`src/rtl/capture_readout_if.sv`:
```
// Readout bus: RAM read port toward the sample memory plus the byte stream toward the TX framer.
// The master side is the readout engine; the slave side is the RAM and the stream consumer.
interface capture_readout_if #(
  parameter int SAMPLE_DEPTH = 8
);
  logic [SAMPLE_DEPTH-1:0] mem_addr;
  logic                    mem_re;
  logic [7:0]              mem_rdata;
  logic [7:0]              tx_data;
  logic                    tx_valid;
  logic                    tx_ready;

  modport master (
    output mem_addr, mem_re, tx_data, tx_valid,
    input  mem_rdata, tx_ready
  );

  modport slave (
    input  mem_addr, mem_re, tx_data, tx_valid,
    output mem_rdata, tx_ready
  );
endinterface

```
`src/rtl/capture_readout.sv`:
```
// Unrolls the circular sample RAM into a time-ordered byte stream: sync byte, then 2^SAMPLE_DEPTH
// samples starting PRE_TRIG before the trigger. Define READOUT_CHECKSUM_EN to append an XOR checksum byte.
module capture_readout #(
  parameter int          SAMPLE_DEPTH = 8,
  parameter int          PRE_TRIG     = 128,
  parameter logic [7:0]  SYNC_BYTE    = 8'hA5
) (
  input  logic                    clk_50mhz,
  input  logic                    reset,
  input  logic                    activate,
  output logic                    done,
  input  logic [SAMPLE_DEPTH-1:0] trig_offset,
  output logic                    busy,
  capture_readout_if.master       bus
);

  localparam logic [SAMPLE_DEPTH-1:0] PRE_OFS  = SAMPLE_DEPTH'(PRE_TRIG);
  localparam logic [SAMPLE_DEPTH:0]   LAST_CNT = {1'b0, {SAMPLE_DEPTH{1'b1}}};

  typedef enum logic [2:0] {
    S_IDLE,
    S_HEADER,
    S_FETCH,
    S_LOAD,
    S_SEND,
`ifdef READOUT_CHECKSUM_EN
    S_CHECK,
`endif
    S_DONE
  } state_e;

  state_e                  state_q;
  logic [SAMPLE_DEPTH-1:0] start_q;
  logic [SAMPLE_DEPTH:0]   cnt_q;
  logic [SAMPLE_DEPTH:0]   cnt_d;
  logic [SAMPLE_DEPTH-1:0] addr_d;
  logic [SAMPLE_DEPTH-1:0] mem_addr_q;
  logic                    mem_re_q;
  logic [7:0]              tx_data_q;
  logic                    tx_valid_q;
  logic                    done_q;
  logic                    busy_q;
  logic                    hs;
`ifdef READOUT_CHECKSUM_EN
  logic [7:0]              csum_q;
`endif

  assign hs     = tx_valid_q & bus.tx_ready;
  assign cnt_d  = cnt_q + 1'b1;
  // Address arithmetic is deliberately SAMPLE_DEPTH bits so it wraps around the circular RAM.
  assign addr_d = start_q + cnt_d[SAMPLE_DEPTH-1:0];

  // NOTE: all state uses non-blocking assignments so every register samples pre-edge values.
  always_ff @(posedge clk_50mhz) begin
    if (reset) begin
      state_q    <= S_IDLE;
      start_q    <= '0;
      cnt_q      <= '0;
      mem_addr_q <= '0;
      mem_re_q   <= 1'b0;
      tx_data_q  <= '0;
      tx_valid_q <= 1'b0;
      done_q     <= 1'b0;
      busy_q     <= 1'b0;
`ifdef READOUT_CHECKSUM_EN
      csum_q     <= '0;
`endif
    end else begin
      case (state_q)
        S_IDLE: begin
          if (activate) begin
            start_q    <= trig_offset - PRE_OFS;
            cnt_q      <= '0;
            tx_data_q  <= SYNC_BYTE;
            tx_valid_q <= 1'b1;
            busy_q     <= 1'b1;
`ifdef READOUT_CHECKSUM_EN
            csum_q     <= '0;
`endif
            state_q    <= S_HEADER;
          end
        end
        S_HEADER: begin
          if (hs) begin
            tx_valid_q <= 1'b0;
            mem_addr_q <= start_q;
            mem_re_q   <= 1'b1;
            state_q    <= S_FETCH;
          end
        end
        S_FETCH: begin
          mem_re_q <= 1'b0;
          state_q  <= S_LOAD;
        end
        S_LOAD: begin
          tx_data_q  <= bus.mem_rdata;
          tx_valid_q <= 1'b1;
          state_q    <= S_SEND;
        end
        S_SEND: begin
          if (hs) begin
`ifdef READOUT_CHECKSUM_EN
            csum_q <= csum_q ^ tx_data_q;
`endif
            if (cnt_q == LAST_CNT) begin
`ifdef READOUT_CHECKSUM_EN
              // The last sample is folded in here; csum_q only lands on the same edge.
              tx_data_q <= csum_q ^ tx_data_q;
              state_q   <= S_CHECK;
`else
              tx_valid_q <= 1'b0;
              done_q     <= 1'b1;
              state_q    <= S_DONE;
`endif
            end else begin
              cnt_q      <= cnt_d;
              tx_valid_q <= 1'b0;
              mem_addr_q <= addr_d;
              mem_re_q   <= 1'b1;
              state_q    <= S_FETCH;
            end
          end
        end
`ifdef READOUT_CHECKSUM_EN
        S_CHECK: begin
          if (hs) begin
            tx_valid_q <= 1'b0;
            done_q     <= 1'b1;
            state_q    <= S_DONE;
          end
        end
`endif
        S_DONE: begin
          if (!activate) begin
            done_q  <= 1'b0;
            busy_q  <= 1'b0;
            state_q <= S_IDLE;
          end
        end
        default: state_q <= S_IDLE;
      endcase
    end
  end

  assign bus.mem_addr = mem_addr_q;
  assign bus.mem_re   = mem_re_q;
  assign bus.tx_data  = tx_data_q;
  assign bus.tx_valid = tx_valid_q;
  assign done         = done_q;
  assign busy         = busy_q;

endmodule

```
`src/flat_wrapper.sv`:
```
// flat-port wrapper written by rule: the top's interface ports become plain ports
module capture_readout_flat 
#(
  parameter int          SAMPLE_DEPTH = 8,
  parameter int          PRE_TRIG     = 128,
  parameter logic [7:0]  SYNC_BYTE    = 8'hA5
)
  (clk_50mhz, reset, activate, done, trig_offset, busy, bus_mem_addr, bus_mem_re, bus_tx_data, bus_tx_valid, bus_mem_rdata, bus_tx_ready);
  capture_readout_if #(.SAMPLE_DEPTH(SAMPLE_DEPTH)) bus_i ();
  input  logic clk_50mhz;
  input  logic reset;
  input  logic activate;
  output logic done;
  input  logic [SAMPLE_DEPTH-1:0] trig_offset;
  output logic busy;
  output wire logic [$bits(bus_i.mem_addr)-1:0] bus_mem_addr;
  output wire logic [$bits(bus_i.mem_re)-1:0] bus_mem_re;
  output wire logic [$bits(bus_i.tx_data)-1:0] bus_tx_data;
  output wire logic [$bits(bus_i.tx_valid)-1:0] bus_tx_valid;
  input wire logic [$bits(bus_i.mem_rdata)-1:0] bus_mem_rdata;
  input wire logic [$bits(bus_i.tx_ready)-1:0] bus_tx_ready;
  assign bus_mem_addr = bus_i.mem_addr;
  assign bus_mem_re = bus_i.mem_re;
  assign bus_tx_data = bus_i.tx_data;
  assign bus_tx_valid = bus_i.tx_valid;
  assign bus_i.mem_rdata = bus_mem_rdata;
  assign bus_i.tx_ready = bus_tx_ready;
  capture_readout #(.SAMPLE_DEPTH(SAMPLE_DEPTH), .PRE_TRIG(PRE_TRIG), .SYNC_BYTE(SYNC_BYTE)) u_core (.clk_50mhz(clk_50mhz), .reset(reset), .activate(activate), .done(done), .trig_offset(trig_offset), .busy(busy), .bus(bus_i));
endmodule
```
`config.mk`:
```
export PLATFORM = sky130hd
export DESIGN_NAME = capture_readout_flat
export DESIGN_NICKNAME = d
export VERILOG_FILES = /design/src/rtl/capture_readout_if.sv /design/src/rtl/capture_readout.sv /design/src/flat_wrapper.sv
export SDC_FILE = /design/constraint.sdc
export NUM_CORES = 1
export LEC_CHECK = 0
export ABC_AREA = 1
export CORE_UTILIZATION = 40
export CTS_CLUSTER_SIZE = 12
export DETAILED_ROUTE_END_ITERATION = 8
export HOLD_SLACK_MARGIN = 0.08
export RECOVER_POWER = 25
export SLEW_MARGIN = 0
export SYNTH_ARGS = -nofsm -noshare
export SYNTH_HDL_FRONTEND = slang
export SYNTH_SLANG_ARGS = --single-unit
```
`constraint.sdc`:
```
create_clock -name clk_50mhz -period 3 [get_ports clk_50mhz]
set_input_delay 0.9 -clock clk_50mhz [delete_from_list [all_inputs] [get_ports clk_50mhz]]
set_output_delay 0.9 -clock clk_50mhz [all_outputs]
set_load 0.01 [all_outputs]
```
---- After elaboration in Yosys (flattened, before gate mapping) ----
Cells that the tools add are included.
storage, ports and cells
  memories kept ........................... 0
  output and inout bits ................... 20
  input port bits ......................... 20
  bits in latches ......................... 0
  bits in read-only memories .............. 0
  word-level logic and storage cells ...... 72
  register bits ........................... 40
  RAM bits ................................ 0
cells by class
  shift operators ......................... 0
  divide/modulo/power cells ............... 0
  add/subtract/negate cells ............... 3
  multiplexer cells ....................... 28
  equality and inequality tests ........... 13
  reduce and logical (&&, ||, !) cells .... 18
  multipliers ............................. 0
  bitwise operators ....................... 1
  order comparisons ....................... 0
operators by type and width
  operator                                                         count
  8-bit 2-to-1 mux                                                 4
  8-bit one-hot mux with 2 select lines                            2
  9-bit 2-to-1 mux                                                 3
  4-bit AND reduction                                              5
  3-bit one-hot mux with 6 select lines                            1
  9-bit one-hot mux with 2 select lines                            1
  3-bit 2-to-1 mux                                                 5
  2-bit nonzero test                                               5
  9-bit by 1-bit adder with 9-bit output, second input constant    1
  9-bit by 8-bit == test with 1-bit output, second input constant  1
  8-bit adder                                                      1
  1-bit 2-to-1 mux                                                 8
  2-bit by 1-bit != test with 1-bit output, second input constant  4
  8-bit subtractor, second input constant                          1
  3-bit by 2-bit == test with 1-bit output, second input constant  2
  3-bit == test, second input constant                             2
  2-bit != test, second input constant                             3
  1-bit one-hot mux with 3 select lines                            2
  3-bit AND reduction                                              2
  3-bit nonzero test                                               2
  1-bit one-hot mux with 2 select lines                            2
  2-bit AND reduction                                              2
  3-bit by 1-bit == test with 1-bit output, second input constant  1
  3-bit zero test                                                  1
  2 further kinds                                                  2

---- Logic depth before layout (Yosys ltp) ----
  depth after elaboration ................. 5
  gate-level depth with buffers ........... 18
  gate-level depth less buffers ........... 18

---- Least setup slack after synthesis ----
Ideal clock, no wire load.
  path type ............................... flip-flop to flip-flop
  from .................................... register u_core.cnt_q[0]
  to ...................................... register u_core.mem_addr_q[7] (netlist: u_core.bus.mem_addr[7])
  path buffers ............................ 0
  path slack .............................. 0.991 ns
  library setup time ...................... 0.109 ns
  data arrival time ....................... 1.900 ns
  required time ........................... 2.891 ns
  clock period less this slack ............ 2.009 ns
  cell stages (with the launch flop) ...... 19
  cells stage by stage .................... dfxtp_1 ha_1 nand2_1 nor2_1 nand2_1 xor2_1 inv_1 ha_1 nand2_1 nor2_1 inv_1 nor2_1 nor2_1 nand2_1 nand3_1 nand2_1 nand3_1 nand2_1 inv_1
between the ends
  longest elaborated chain between the ends .. 5
  elaborated cells on any way between the ends .. 8
  those cells by class .................... 2 x add/sub; 2 x eq/ne; 3 x mux; 1 x reduce/logical
RTL lines
  item                                    line                    source
  from (decl)                             capture_readout.sv:34   logic [SAMPLE_DEPTH:0] cnt_q;
  from (signal assigned)                  capture_readout.sv:116  cnt_q <= cnt_d;
  9-bit by 1-bit adder with 9-bit output  capture_readout.sv:49   assign cnt_d = cnt_q + 1'b1;
  8-bit adder                             capture_readout.sv:51   assign addr_d = start_q + cnt_d[SAMPLE_DEPTH-1:0];
  8-bit 2-to-1 mux                        capture_readout.sv:105  if (cnt_q == LAST_CNT) begin
  8-bit 2-to-1 mux                        capture_readout.sv:101  if (hs) begin
  8-bit one-hot mux with 2 select lines   capture_readout.sv:69   case (state_q)
  to (signal assigned)                    capture_readout.sv:86   mem_addr_q <= start_q;
  to (signal assigned)                    capture_readout.sv:118  mem_addr_q <= addr_d;
  to (decl)                               capture_readout.sv:37   logic [SAMPLE_DEPTH-1:0] mem_addr_q;
Parallel ways exist; a longest one is shown, timed or not. The select of a mux whose other input is x is not followed.
A chain may end at the register's enable or synchronous reset.

---- Final worst setup path ----
  from .................................... input port activate
  to ...................................... register u_core.cnt_q[2]
between the ends
  longest elaborated chain between the ends .. 2
RTL lines
  item                           line                source
  from (decl)                    flat_wrapper.sv:12  input logic activate;
  2-bit != test (no line)        --
  4-bit AND reduction (no line)  --
No other way between the ends.

==> results.yml <==
synth:
  synth-seq-cells: 40
  ys_seq_area_share_pct: 37.4
  synth.distinct_cells: 36
  synth_fp_nets: 327
  yosysTopAreaCellShare_pct: 37.4
  ys_warn_count: 0
  syn_inst: 296
  synthTopCellsByArea: "dfxtp_1, nand2_1, a21oi_1"
  netlist_area_mm2: 0.00214
  avgSynthCellArea_um2: 7.22
  synth_top_area_cell: "dfxtp_1"
global_route:
  grt.overflow.total: 0
  grt_max_degree: 24
  grt_pass1_wl_um: 7840
  antenna_found_initial: 0
  grt_pass1_vias: 1686
  grtUsageTotal_pct: 18.7
cts:
  post-cts-setup-buffers: 0
  cts_hold_buf: 0
  path_clk_slew_ns: 0.08
  htreeDepth: 2
  cts_tree: "done"
  clock_sinks: 40
  cts_root_buffer: "clkbuf_8"
  insertion_delay_ns: 0.30
  cts_inserted_buffers: 5
  clk_path_buf_depth: 2
  postCtsResizedCells: 0
timing:
  relSlewSlack_pct: 64.4
  fin_crit_sh_pct: 77.8
  fmax_ghz: 0.428
  worstMarginPinSlew_ns: 0.533
  rsz0062_at_grt: "no"
  fin_skew_ns: 0.0105
  hold_viol: 0
  setup_viol: 0
  slew_violations: 0
  post-route-min-period_ns: 2.33
  tns_ns: 0
layout:
  syn_to_final_growth_pct: 24.6
  layout-drive-gt1-share_pct: 7.74
  final_nets: 366
  layout_commonest_cell: "nand2_1"
  fin_cells: 406
  mostFrequentLayoutCells: "nand2_1, dfxtp_1, inv_1, clkdlybuf4s50_1, a21oi_1"
  n_antenna_cell: 0
  final_util_pct: 51.8
worst_setup_path:
  cp-end-kind: "register"
  critical_path_buf_inv_count: 2
  crit_start: "activate"
  cp_max_fo: 9
  cp.arrival_ns: 2.56
  r2r-start: "u_core.cnt_q[0]"
  path_class: "in2reg"
  start_kind: "input port"
  crit_slowest_cell: "dlygate4sd3_1"
  cp.required_ns: 3.23
  critPathTopFamily: "buffers and inverters"
  cpMostUsedCell: "nand2_1"
  slowest_delay_ns: 0.72
  cp_cell_sequence: "dlygate4sd3_1 -> inv_1 -> nand2_1 -> nand2_1 -> nor3_4 -> a22oi_1 -> nor2_1"
routing:
  totalWireLength_um: 4950
  first_pass_iters: 5
  drtAntennaViolNets: 0
  drt_iter0_markers: 113
  via_per_inst: 4.85
  post_drt_wl_per_cell_um: 12.2
  post-route-drc-count: 0
  vias: 1971
worst_hold_path:
  hold_start: "u_core.bus.tx_data[6]"
  hold_class: "reg2reg"
placed_design:
  dp.cells: 398
  portBuffers: 39
  hpwl_um: 3760
  gp_congestion: 0.834
floorplan:
  die_w_um: 75.1
  die-area_mm2: 0.00564
  ios: 40
  row_count: 26
  core_mm2: 0.00514
  start_util_pct: 41.6
  die_h_um: 75.1
power:
  leakagePower_uw: 0.00113
  power_density_mw_per_mm2: 578
  vdd_drop_max_v: 0.000295
run_status:
  outcome: "completed"
flow_run:
  drv_cap: 0
[final timing paths]
kind | end | slack [ns] | cells past startpoint
setup / recovery | u_core.cnt_q[2] | 0.67 | 7
hold / removal | u_core.bus.tx_data[6] | 0.46 | 2
setup reg to reg | u_core.bus.mem_addr[7] | 0.72 | 18
hold reg to reg | u_core.bus.tx_data[6] | 0.46 | 2
[cell type report]
cell class	count	area [µm²]
multi-input combinational	212	1140
tap	70	87.6
timing repair buffer	40	398
inverter	36	138
fill	547	2470
clock buffer	6	82.6
clock inverter	2	15.0
sequential	40	801
[kinds of logic after synthesis]
logic type | after synthesis | share of synthesized area [%]
DFF | 40 | 37.4
AOI/OAI and AO/OA | 59 | 16.0
adders and majority gates | 11 | 6.79
buffers and inverters | 44 | 8.95
and+or+nand+nor | 136 | 28.3
xor gates and xnor gates | 6 | 2.46
[metal layers]
metal | wire length (µm) | track usage [%] | vias to the layer above
met3 | 225 | 4.28 | 6
met2 | 2190 | 28.7 | 32
li1 | - | - | 1051
met4 | 50 | 5.03 | 0
met5 | 0 | 0 | -
met1 | 2480 | 26.2 | 882
[registers in the layout (all words and copies together), names as in the netlist]
name,count
u_core.bus.tx_data,8
u_core.busy,1
u_core.bus.mem_re,1
u_core.bus.tx_valid,1
u_core.start_q,8
u_core.cnt_q,9
u_core.state_q,3
u_core.done,1
u_core.bus.mem_addr,8
[cell usage after synthesis]
| master | count |
|---|---|
| nand2_1 | 77 |
| dfxtp_1 | 40 |
| inv_1 | 34 |
| a21oi_1 | 31 |
| nor2_1 | 23 |
| nand3_1 | 18 |
| ha_1 | 10 |
| o21ai_0 | 10 |
| xor2_1 | 5 |
| clkbuf_1 | 4 |
| o221ai_1 | 4 |
| a31oi_1 | 3 |
| nand3_2 | 3 |
| nor2_2 | 3 |
| nor3_1 | 3 |
| o21ai_1 | 3 |
| a211oi_1 | 2 |
| a22oi_1 | 2 |
| nand2_2 | 2 |
| o21ai_2 | 2 |
| or2_2 | 2 |
| a311oi_1 | 1 |
| buf_2 | 1 |
| buf_4 | 1 |
| buf_6 | 1 |
| buf_8 | 1 |
| fa_1 | 1 |
| inv_2 | 1 |
| inv_4 | 1 |
| nand2_4 | 1 |
| nand4_1 | 1 |
| nor2_4 | 1 |
| nor3_4 | 1 |
| nor4_1 | 1 |
| o211ai_2 | 1 |
| xnor2_1 | 1 |
[through the flow]
| stage | cell area (µm²) | hold slack [ns] | total power [µW] | setup slack [ns] |
|---|---|---|---|---|
| 2_1_floorplan | 2140 | 0.441 | 993 | 0.991 |
| 6_report | 2670 | 0.463 | 1540 | 0.666 |
| 3_5_place_dp | 2570 | 0.454 | 1180 | 0.440 |
| 3_3_place_gp | 2570 | 0.450 | 1180 | 0.446 |
| 5_1_grt | 2670 | 0.473 | 1640 | 0.437 |
| 4_1_cts | 2670 | 0.467 | 1560 | 0.684 |
[tightest hold or removal path, stage by stage, from the launching register on]
cell	delay (ns)
dfxtp_1	0.31
nand2_1	0.06
a21oi_1	0.05
[power by group]
| part | switching (µW) | internal, µW | total, µW | leakage, µW |
|---|---|---|---|---|
| Clock | 196 | 186 | 383 | 0.0000434 |
| Combinational | 297 | 203 | 500 | 0.000759 |
| Sequential | 53.6 | 604 | 658 | 0.000326 |
Power figures use the tool's default switching activity.
